**src/rtl/battleship_pkg.sv**
```systemverilog
// Shared battleship definitions: board geometry, cell encodings, resolver state
// and result kinds. Used by the placement stage, the shot resolver and the renderer.
package battleship_pkg;

  localparam int unsigned N       = 5;
  localparam int unsigned CELL_W  = 3;
  localparam int unsigned COORD_W = 3;

  typedef logic [CELL_W-1:0] cell_t;
  typedef cell_t [N-1:0][N-1:0] board_t;

  localparam cell_t CELL_WATER  = 3'd0;
  localparam cell_t CELL_MISS   = 3'd6;
  localparam cell_t CELL_HIT    = 3'd7;
  localparam cell_t SHIP_ID_MAX = 3'd5;

  typedef enum logic [1:0] {
    IDLE    = 2'd0,
    RESOLVE = 2'd1,
    REPORT  = 2'd2
  } res_state_e;

  typedef enum logic [1:0] {
    RES_MISS    = 2'd0,
    RES_HIT     = 2'd1,
    RES_REPEAT  = 2'd2,
    RES_INVALID = 2'd3
  } res_kind_e;

  // True for an unshot ship cell (ids 1..SHIP_ID_MAX).
  function automatic logic is_ship(input cell_t c);
    return (c >= 3'd1) && (c <= SHIP_ID_MAX);
  endfunction

endpackage

```
**src/rtl/board_scan.sv**
```systemverilog
// Combinational board scan.
// Ports:
//   board            in  board to scan
//   id               in  cell value to search for
//   id_present       out some cell equals id
//   any_ship_present out some cell still holds an unshot ship id
module board_scan
  import battleship_pkg::*;
(
  input  logic [N-1:0][N-1:0][CELL_W-1:0] board,
  input  logic [CELL_W-1:0]               id,
  output logic                            id_present,
  output logic                            any_ship_present
);

  always_comb begin
    id_present       = 1'b0;
    any_ship_present = 1'b0;
    for (int unsigned r = 0; r < N; r++) begin
      for (int unsigned c = 0; c < N; c++) begin
        if (board[r][c] == id) id_present = 1'b1;
        if (is_ship(board[r][c])) any_ship_present = 1'b1;
      end
    end
  end

endmodule

```
**config.mk**
```make
export PLATFORM = sky130hd
export DESIGN_NAME = board_scan
export DESIGN_NICKNAME = d
export VERILOG_FILES = /design/src/rtl/battleship_pkg.sv /design/src/rtl/board_scan.sv
export SDC_FILE = /design/constraint.sdc
export NUM_CORES = 1
export LEC_CHECK = 0
export ABC_AREA = 1
export BUFFER_PORTS_ARGS = -buffer_cell sky130_fd_sc_hd__buf_2
export CELL_PAD_IN_SITES_DETAIL_PLACEMENT = 1
export CELL_PAD_IN_SITES_GLOBAL_PLACEMENT = 2
export CORE_MARGIN = 2
export CORE_UTILIZATION = 23
export DETAILED_ROUTE_END_ITERATION = 7
export PLACE_DENSITY_LB_ADDON = 0.1
export SLEW_MARGIN = 40
export SYNTH_ARGS = -nofsm -noshare
export SYNTH_HDL_FRONTEND = slang
export SYNTH_SLANG_ARGS = --single-unit
```
**constraint.sdc**
```tcl
create_clock -name vclk -period 2.3
set_input_delay 0.23 -clock vclk [all_inputs]
set_output_delay 0.23 -clock vclk [all_outputs]
set_load 0.02 [all_outputs]
```
After elaboration in Yosys (flattened, before gate mapping) --
Index checks and enable logic that the tools add are counted.
Word-level totals: flip-flop bits (word level) 0, latch bits 0, memory bits (writable) 0, memory bits (read-only) 0, input bits 78, output and inout bits 2, word-level logic and storage cells 150, memories kept 0
Cells by class: add/sub/neg operators 0, multiply operators 0, divide/modulo/power cells 0, magnitude comparators 50, eq/ne operators 25, shift operators 0, muxes and demuxes 50, bitwise gates (word level) 0, reduce and logical (&&, ||, !) cells 25
Operators by type and width (count):
- equality test 3 bit | 25
- greater-or-equal comparator 3 x 1 -> 1 bit (second input constant) | 25
- <= comparator 3 bit (second input constant) | 25
- 2-to-1 mux 1 bit | 50
- logical AND 1 bit | 25

Depth between registers and ports, before layout --
Gate-level depths: netlist of the first run.
depth in word-level cells 27, gate-level depth with buffers 11, depth with buffers taken out 9

Least setup slack after synthesis of the first run --
Ideal clock, no wire load.
kind input port to output port, from input port id[2], to output port id_present, data arrival time 1.075 ns, required time 2.070 ns, setup slack 0.995 ns, stages on the path 10, path buffers 2, cells stage by stage buf_6 > buf_4 > nand2_1 > nand2_1 > nand3_1 > nand2_1 > nor2_1 > nand2_1 > nor2_1 > nand2_1
Between the ends: longest elaborated chain between the ends 26, elaborated cells on any way between the ends 50, those cells by class 25 x eq/ne; 25 x mux
RTL lines:
- start: declaration | RTL line board_scan.sv:11 | input logic [CELL_W-1:0] id,
- equality test 3 bit | RTL line board_scan.sv:21 | if (board[r][c] == id) id_present = 1'b1;
- 2-to-1 mux 1 bit (24 in a row) | RTL line board_scan.sv:21
- 2-to-1 mux 1 bit (*) | RTL line board_scan.sv:21
- end: declaration | RTL line board_scan.sv:12 | output logic id_present,
Every way passes the cells marked *; elsewhere a longest branch is shown, timed or not.

Final worst setup path of the first run --
from input port id[1], to output port id_present
Same word-level chain as after synthesis.

==> results.md, run 1 <==
- In this run the vertical extent of the chip is 89.4 um.
- Setup violations remaining at the end of the flow were counted as 0.
- Among all cell types in the netlist, the one instantiated most often is nand2_1.
- In this run the standard cell core region covers 7180 um^2.
- Across the run, the number of max-cap violations was 0.
- The starting DRC count in detailed routing is 57.
- In the final layout, the share of cells above drive strength 1 is 0.209.
- The initial antenna violation count was 0.
- The first global-routing pass estimated 11.3 mm of wire.
- The slowest cell on the critical path is buf_4.
- The peak per-stage delay on the critical path is 0.31 ns.
- The leakage component of the power is 1.32 nW.
- The number of core rows is 31.
- The post-detailed-route count of antenna-violating nets is 0.
- The final critical-path required period is 1.79 ns.
- The number of antenna diodes is 0.
- The initial core utilization is 0.234.
- The count of filler cells inserted in the layout is 1,045.
- After legalization and detailed placement, the total HPWL measured 5.99 mm.
- The flow ran to the end, and the final reports show no timing, DRC or antenna violations.
- The critical path endpoint category is an output pin.
- The number of flip-flops and latches is 0.
- Ranked by instance count, the synthesized netlist is headed by nand2_1 (158), inv_1 (57), xnor2_1 (35), nand3_1 (27), nor2_1 (23).
- The wire length after detailed routing is 6.90 mm.
- The number of distinct library cells after synthesis is 19.
- Timing would allow up to 0.560 GHz.
- The width of the die is 89.4 um.
- In this run the power spent charging and discharging nets is 0.000234 W.
- After synthesis, the share of cell area in mux cells is 0.
- The count of buffers added on input and output ports is 80.
- Global routing finished with a remaining overflow of 0.
- The global-route usage over all layers is 0.180.
- The sequential cells in the finished layout cover a total of 0 um^2.
- After synthesis, the largest family of logic cells by area is simple AND/OR/NAND/NOR gates.
- The number of setup buffers added after CTS is 0.
- Summed over all instances, the cell type with the most area after synthesis is nand2_1.
- Using the TritonRoute via totals, the vias-per-cell ratio works out to 4.32.
- The number of gates resized after CTS was 0.
- For this run, the register share of the synthesized area comes to 0.
- The number of buffers added to fix hold violations after cts is 0.
- The area overhead of the layout relative to synthesis is 26.5%.
- The post-route DRC violation count is 0.
- The internal portion of the total power is 0.000169 W.
- The fraction of synthesized cell area in xor and xnor cells is 0.188.
- The complex-gate fraction of the synthesized area is 0.104.
- The worst setup path is of the in -> out kind.
- Setup repair after global routing left no endpoint under its margin.
- The congestion estimate from routability-driven global placement came to 0.804.
- For the worst setup path, the data required time is 2.07 ns.
- Dividing the final minimum period by the clock period gives 0.776.
- The setup TNS is 0 ns.
- The wire length per cell after detailed routing is 13.2 um.
- The largest fanout on the critical path is 13.
- The kind of launch point of the worst setup path is an input port.
- After synthesis the cells add up to 1680 um^2.
- Entering global routing, the biggest net connects 18 pins.
- Ranked by total cell area, the synthesized netlist is headed by nand2_1 (35%), xnor2_1 (18%), inv_1 (13%), nand3_1 (8.1%), buf_6 (6.0%).
- The die covers 7990 um^2.
- In the finished layout, the clock tree contains a buffer count of 0.
- Of the total power, the share spent switching nets is 0.581.
- The share of total power dissipated in combinational logic is 1.000.
- At the pin with the least slew margin, the transition time is 0.297 ns.
- Of the post-synthesis cell area, the dominant cell type holds 0.353.
- The share of total power dissipated in the clock network is 0.
- Measured against its own limit, the worst slew margin works out to 0.802.
- Across the VDD grid, the largest voltage drop is 0.0882 mV.
- For this design the top-level I/O count stands at 80.
- Synthesis produced 350 cells.
- The adder and majority cell fraction of the synthesized area is 0.
- The hold violation total from the final report is 0.
- The signal on the critical path passes through buf_2 > buf_4 > xnor2_1 > nand2_1 > nor2_1 > nor2_1 > nand2_1 > nor2_1 > nand2_1 > buf_2.
- The mean instance size in the synthesized netlist is 4.79 um^2.
- The finished cells cover 2120 um^2.
- Dividing total power by cell area gives a power density of 190 nW/um^2.
- The simple-gate portion of the synthesized area is 0.499.
- The final layout contains 505 nets.
- The min-delay analysis places its worst path in the category in -> out.
- For this run, the number of Yosys warnings is 0.
- For the worst setup path, the data arrival time is 1.56 ns.
- After detailed placement, the total cell area comes to 2120 um^2.
- The routed layout has 2,263 vias.
- The final max-slew violation count is 0.
- The total nets after synthesis is 428.
- The share of total power dissipated in sequential elements is 0.
- The first detailed-routing pass ran for 4 iterations.
- The number of global-route vias before repair is 2,315.
==> area by class of cell <==
cell class | count | area (um^2) | area share
Multi-Input combinational cell | 280 | 1330 | 0.625
Timing Repair Buffer | 86 | 445 | 0.210
Tap cell | 99 | 124 | 0.0583
Inverter | 59 | 226 | 0.107
==> cells in the final DEF, fill, tap and decap left out, drive strengths merged <==
cell type  synthesis  routed
buf               11      86
nand3             27      27
xor2               1       1
inv               59      59
nor3               2       2
o221ai             1       1
xnor2             35      35
nand2            158     158
o211ai             1       1
nor2              23      23
o21ai             20      20
a21oi              4       4
nand4              1       1
o21bai             1       1
o22ai              5       5
or2                1       1
==> power groups by stage <==
stage | sequential (W) | clock, W | combinational (W)
global route | 0 | 0 | 0.000464
detailed placement | 0 | 0 | 0.000409
floorplan | 0 | 0 | 0.000251
global placement | 0 | 0 | 0.000406
finish | 0 | 0 | 0.000403
CTS | 0 | 0 | 0.000412
==> stage by stage <==
step	total power, W	utilization	instances	hold slack, ns	worst slack [ns]
final	0.000403	0.296	524	1.10	0.515
after global routing	0.000464	0.296	524	1.14	0.312
after CTS	0.000412	0.296	524	1.10	0.476
after detailed placement	0.000409	0.296	524	1.09	0.479
after global placement	0.000406	0.296	524	1.10	0.431
after floorplan	0.000251	-	350	0.765	0.995
==> final timing paths <==
check	from	endpoint	slack [ns]	cells after the start
worst max-delay path	id[1]	id_present	0.51	10
worst min-delay path	board[70]	any_ship_present	1.10	6
==> critical path, delay by kind of cell <==
kind | cells | cell delay (ns)
XOR/XNOR | 1 | 0.15
buffers and inverters | 3 | 0.74
AND/OR/NAND/NOR | 6 | 0.43
==> logic make-up after synthesis <==
group / count (synthesis)
compound gates: 32
xor+xnor: 36
simple gates: 212
buf+inv: 70
==> per-layer routing <==
layer | GRT usage | wire length, um | vias to the layer above
met4 | 0.00543 | 23 | 0
li1 | - | - | 1204
met1 | 0.267 | 3550 | 1008
met5 | 0 | 0 | -
met3 | 0.00554 | 238 | 2
met2 | 0.304 | 3080 | 49
Note: power is estimated with default switching activity, not from simulation.
==> inputs of run 2 (changes only) <==
--- a/config.mk
+++ b/config.mk
@@ -10,7 +10,7 @@
 export CELL_PAD_IN_SITES_DETAIL_PLACEMENT = 1
 export CELL_PAD_IN_SITES_GLOBAL_PLACEMENT = 2
 export CORE_MARGIN = 2
-export CORE_UTILIZATION = 23
+export CORE_UTILIZATION = 22
 export DETAILED_ROUTE_END_ITERATION = 7
 export PLACE_DENSITY_LB_ADDON = 0.1
 export SLEW_MARGIN = 40
==> constraint.sdc (replaced) <==
create_clock -name vclk -period 1.7
set_input_delay 0.17 -clock vclk [all_inputs]
set_output_delay 0.17 -clock vclk [all_outputs]
set_load 0.02 [all_outputs]
==> results.md, run 2 (same netlist as run 1, synthesis figures left out) <==
- For this run the aggregate overflow at the end of global routing stands at 0.
- In the routed layout, each cell is associated on average with a via count of 4.33.
- The final max-slew violation count was 0.
- Setup repair after global routing left no endpoint under its margin.
- The number of global-route vias before repair is 2,294.
- The leakage component of the power is 1.33 nW.
- The tool flagged a number of max-cap violations equal to 0.
- The number of cells upsized or downsized after cts is 0.
- The critical path launch point is id[1].
- The post-CTS setup repair buffer count is 0.
- The maximum resistive drop on vdd is 0.135 mV.
- For the pin with the worst max-slew slack, the measured transition is 0.349 ns.
- In this run the worst hold path is classified as in -> out.
- The data arrival time of the worst path is 1.35 ns.
- The final cell area excluding filler cells is 2170 um^2.
- The area of the die is 8340 um^2.
- The setup slack after placement is 0.208 ns.
- The clock buffer count is 0.
- Of the total power, the share spent switching nets is 0.570.
- The final worst-path setup slack is 0.183 ns.
- The initial core utilization is 0.229.
- The detailed-placement wirelength estimate is 5.87 mm.
- The fraction of final layout cells with drive strength greater than 1 is 0.208.
- Once detail routing completed, the nets flagged for antenna violations numbered 0.
- Of the total power, registers draw 0.
- The worst setup path is captured at an output pin.
- The internal power consumption is 0.000240 W.
- In the finished design the tool counted flip-flops and latches totalling 0.
- The hold violation total from the final report came to 0.
- In the final layout, flip-flops and latches occupy 0 um^2.
- The worst setup path is of the in -> out kind.
- After layout, the minimum clock period comes to 1.52 ns.
- The number of antenna diodes is 0.
- The final core utilization is 0.295.
- The last weighted congestion value of the routability-driven placer is 0.785.
- The initial antenna violation count is 0.
- The worst hold path begins at board[16].
- The setup TNS is 0 ns.
- In this run the vertical extent of the chip is 91.3 um.
- The power density over the cells is 258 nW/um^2.
- The maximum number of pins on one net before global-route repair is 24.
- The placed cell area is 2170 um^2.
- The area overhead of the layout relative to synthesis is 29.1%.
- The wire length after detailed routing is 6.82 mm.
- The count of input and output buffers is 80.
- The die is 91.3 um wide.
- The flow ran to the end, and the final reports show no timing, DRC or antenna violations.
- 80 I/O pins were placed.
- The core region is 7330 um^2.
- The number of core rows is 31.
- STA classifies the critical path startpoint as an input port.
- The ratio of final minimum period to clock period is 0.892.
- After clock tree synthesis, the flow added hold-fix buffers numbering 0.
- The library cell used most frequently in the layout, excluding fill and tap cells, is nand2_1.
- Setup violations remaining at the end of the flow were counted as 0.
- The share of total power dissipated in the clock network is 0.
- The global-route usage over all layers is 0.166.
- The part of the power in combinational logic is 1.000.
- Of all nets on the critical path, the largest fanout is 10.
- After detailed routing, the average wire length per cell comes to 13.0 um.
- After the last flow step, the layout net total stands at 504.
- The post-route DRC violation count is 0.
- The analysis attributes to net switching a power of 0.000319 W.
- The starting DRC count in detailed routing is 34.
- The number of vias in the routed layout is 2,266.
- The first-pass GRT wire length is 11.3 mm.
- For the worst setup path, the data required time is 1.53 ns.
- In this run the tightest slew margin relative to its limit is 0.765.
- Leaving out fill and tap cells, the most frequent cells in the layout are nand2_1 (158), buf_2 (80), inv_1 (57).
- The number of iterations in the first detailed-routing pass is 4.
- The achievable frequency is 0.659 GHz.
## run 2: path summary, 6_finish.rpt
kind	cells past startpoint	slack, ns	end
min	8	0.99	any_ship_present
max	11	0.18	id_present
## run 2: routing by layer
layer  vias up  GRT usage  wire (um)
met5         -          0          0
met4         0          0          0
met3         0    0.00913        228
met2        43      0.283       3080
met1      1021      0.246       3510
li1       1202          -          -
## run 2: critical path, cell delays in order
cell and delay [ns]:
buf_2 0.13, buf_4 0.19, nand2_1 0.09, nand2_1 0.06, nand3_1 0.07, nand2_1 0.06, nor2_1 0.13, nand2_1 0.10
nor2_1 0.11, nand2_1 0.07, buf_2 0.16
## run 2: cell type report
cell class / instances / area, um^2
Fill cell: 1069 / 5160
Multi-Input combinational cell: 280 / 1330
Tap cell: 99 / 124
Inverter: 59 / 226
Timing Repair Buffer: 85 / 488
## run 2: metrics by stage
step | power, W | cells | hold slack, ns
after floorplan | 0.000340 | 350 | 0.645
after global placement | 0.000559 | 523 | 0.963
after detailed placement | 0.000568 | 523 | 0.980
after CTS | 0.000570 | 523 | 0.988
after global routing | 0.000638 | 523 | 1.05
final | 0.000559 | 523 | 0.992
## run 2: power by group through the flow
stage	Combinational (W)	Clock, W	Sequential (W)
after floorplan	0.000340	0	0
after global placement	0.000559	0	0
after detailed placement	0.000568	0	0
after CTS	0.000570	0	0
after global routing	0.000638	0	0
final	0.000559	0	0
==> inputs of run 3 (changes only) <==
--- a/config.mk
+++ b/config.mk
@@ -7,12 +7,13 @@
 export LEC_CHECK = 0
 export ABC_AREA = 1
 export BUFFER_PORTS_ARGS = -buffer_cell sky130_fd_sc_hd__buf_2
+export CAP_MARGIN = 10
 export CELL_PAD_IN_SITES_DETAIL_PLACEMENT = 1
 export CELL_PAD_IN_SITES_GLOBAL_PLACEMENT = 2
 export CORE_MARGIN = 2
 export CORE_UTILIZATION = 22
 export DETAILED_ROUTE_END_ITERATION = 7
-export PLACE_DENSITY_LB_ADDON = 0.1
+export PLACE_DENSITY = 0.91
 export SLEW_MARGIN = 40
 export SYNTH_ARGS = -nofsm -noshare
 export SYNTH_HDL_FRONTEND = slang
==> results.md, run 3 (same netlist as run 1, synthesis figures left out) <==
- The detailed-route vias per instance is 4.43.
- The met2 routing resource usage after global routing is 0.301.
- The part of the power in combinational logic is 1.000.
- The number of flip-flops and latches is 0.
- The post-CTS setup repair buffer count is 0.
- The number of I/O pins is 80.
- The setup TNS is 0 ns.
- The max-slew headroom at the worst pin is 0.787.
- The number of vias in the routed layout is 2,311.
- The layer flagged by global routing as most heavily used is met2.
- The floorplan step set the die height to 91.3 um.
- The maximum number of pins on one net before global-route repair is 26.
- The library cell used most frequently in the layout, excluding fill and tap cells, is nand2_1.
- The final core utilization is 0.293.
- The critical path is of the in -> out type.
- The first-pass GRT wire length is 11.2 mm.
- The switching power is 0.000324 W.
- After filler insertion, the fill cell instance count of the layout stands at 1,059.
- The largest fanout on the critical path is 3.
- In this run, the number of DRC markers left after iteration 0 of detailed routing was 79.
- The data arrival time of the worst path is 1.31 ns.
- The data required time of the worst path is 1.53 ns.
- The area of the core region is 7330 um^2.
- The fraction of final layout cells with drive strength greater than 1 is 0.206.
- The clock buffer count is 0.
- The hold violation total from the final report came to 0.
- STA classifies the critical path startpoint as an input port.
- The global-route met1 utilization is 0.218.
- The number of global-route vias before repair is 2,389.
- The area overhead of the layout relative to synthesis is 27.9%.
- Input and output buffers added on the ports amount to 80.
- The signal on the critical path passes through buf_2 > o21ai_0 > nand2_1 > nor3_1 > nand2_1 > nor2_1 > nand3_1 > buf_2.
- The count of max-cap constraint violations is 0.
- Hold repair after CTS inserted 0 buffers.
- The initial core utilization is 0.229.
- The count of cells in the finished layout, fillers not included, comes to 522.
- The detailed-placement wirelength estimate is 5.91 mm.
- The global-route track usage on met3 is 0.00996.
- The post-detailed-route count of antenna-violating nets is 0.
- For this run, the post-layout net count is 503.
- The analysis attributes to cell leakage a power of 1.32 nW.
- Dividing the detail-routed wire length by the instance count gives 13.5 um.
- At the end of routability-driven placement, the weighted congestion stood at 0.805.
- The routed design has 7.04 mm of wire.
- Based on the critical path, the design can be clocked at up to 0.675 GHz.
- Across the VDD grid, the largest voltage drop is 0.103 mV.
- The final max-slew violation count came to 0.
- For this run the aggregate overflow at the end of global routing stands at 0.
- The critical path endpoint category is an output pin.
- The power density over the cells is 261 nW/um^2.
- The run finished with clean final reports.
- In the finished design, the share of the clock period the worst path needs comes to 0.872.
- The global-route usage over all layers is 0.164.
- Setup repair after global routing left no endpoint under its margin.
- The actual transition at the worst max-transition pin is 0.316 ns.
- The initial antenna violation count is 0.
- The part of the power in registers is 0.
- The cell total after placement is 522.
- The number of iterations in the first detailed-routing pass is 4.
- The final critical-path required period is 1.48 ns.
- The top cell types in the final layout, fill and taps aside, are nand2_1 (158), buf_2 (80), inv_1 (57).
- The number of antenna diodes is 0.
- In the routed design, unresolved DRC markers number 0.
- The die is 91.3 um wide.
- For this design, the slowest cell found on the critical path is o21ai_0.
- The sequential standard cell area is 0 um^2.
- The internal portion of the total power is 0.000236 W.
- The largest single stage delay on the critical path is 0.29 ns.
- The number of core rows is 31.
- The die covers 8340 um^2.
- The proportion of power drawn by the clock network is 0.
- In this run the worst hold path is classified as in -> out.
- The number of setup violations in the final report is 0.
- After clock tree synthesis, the repair step resized 0 gates.
- The switching fraction of total power is 0.579.
==> run 3: path summary, 6_finish.rpt <==
| kind | endpoint | slack [ns] | startpoint | cells after the start |
|---|---|---|---|---|
| setup / recovery | any_ship_present | 0.22 | board[10] | 8 |
| hold / removal | any_ship_present | 0.96 | board[70] | 6 |
==> run 3: worst max-delay path, delay by kind of cell <==
family | cells | cell delay, ns
and+or+nand+nor | 5 | 0.56
buffers and inverters | 2 | 0.30
AOI/OAI and AO/OA | 1 | 0.29
==> run 3: cell type report <==
class                      instances  area, um^2  area share
multi-input combinational        280        1330       0.619
timing repair buffer              84         468       0.218
tap                               99         124      0.0577
inverter                          59         226       0.106
==> run 3: power groups by stage <==
stage	logic, W	registers (W)	clock network (W)
floorplan	0.000340	0	0
global placement	0.000545	0	0
detailed placement	0.000562	0	0
CTS	0.000564	0	0
global route	0.000632	0	0
finish	0.000560	0	0
==> run 3: stage by stage <==
step | total power (W) | hold WS, ns | cell area (um^2) | worst slack (ns)
after global routing | 0.000632 | 1.04 | 2150 | 0.0853
after global placement | 0.000545 | 0.967 | 2150 | 0.238
after CTS | 0.000564 | 0.968 | 2150 | 0.225
after floorplan | 0.000340 | 0.645 | 1680 | 0.515
after detailed placement | 0.000562 | 0.961 | 2150 | 0.227
final | 0.000560 | 0.960 | 2150 | 0.218
==> run 3: layer usage <==
| layer | wire, um | vias up | share of wire |
|---|---|---|---|
| met5 | 0 | - | 0 |
| met1 | 3340 | 1063 | 0.47 |
| met3 | 237 | 2 | 0.034 |
| met4 | 35 | 0 | 0.0050 |
| li1 | - | 1200 | - |
| met2 | 3420 | 46 | 0.49 |
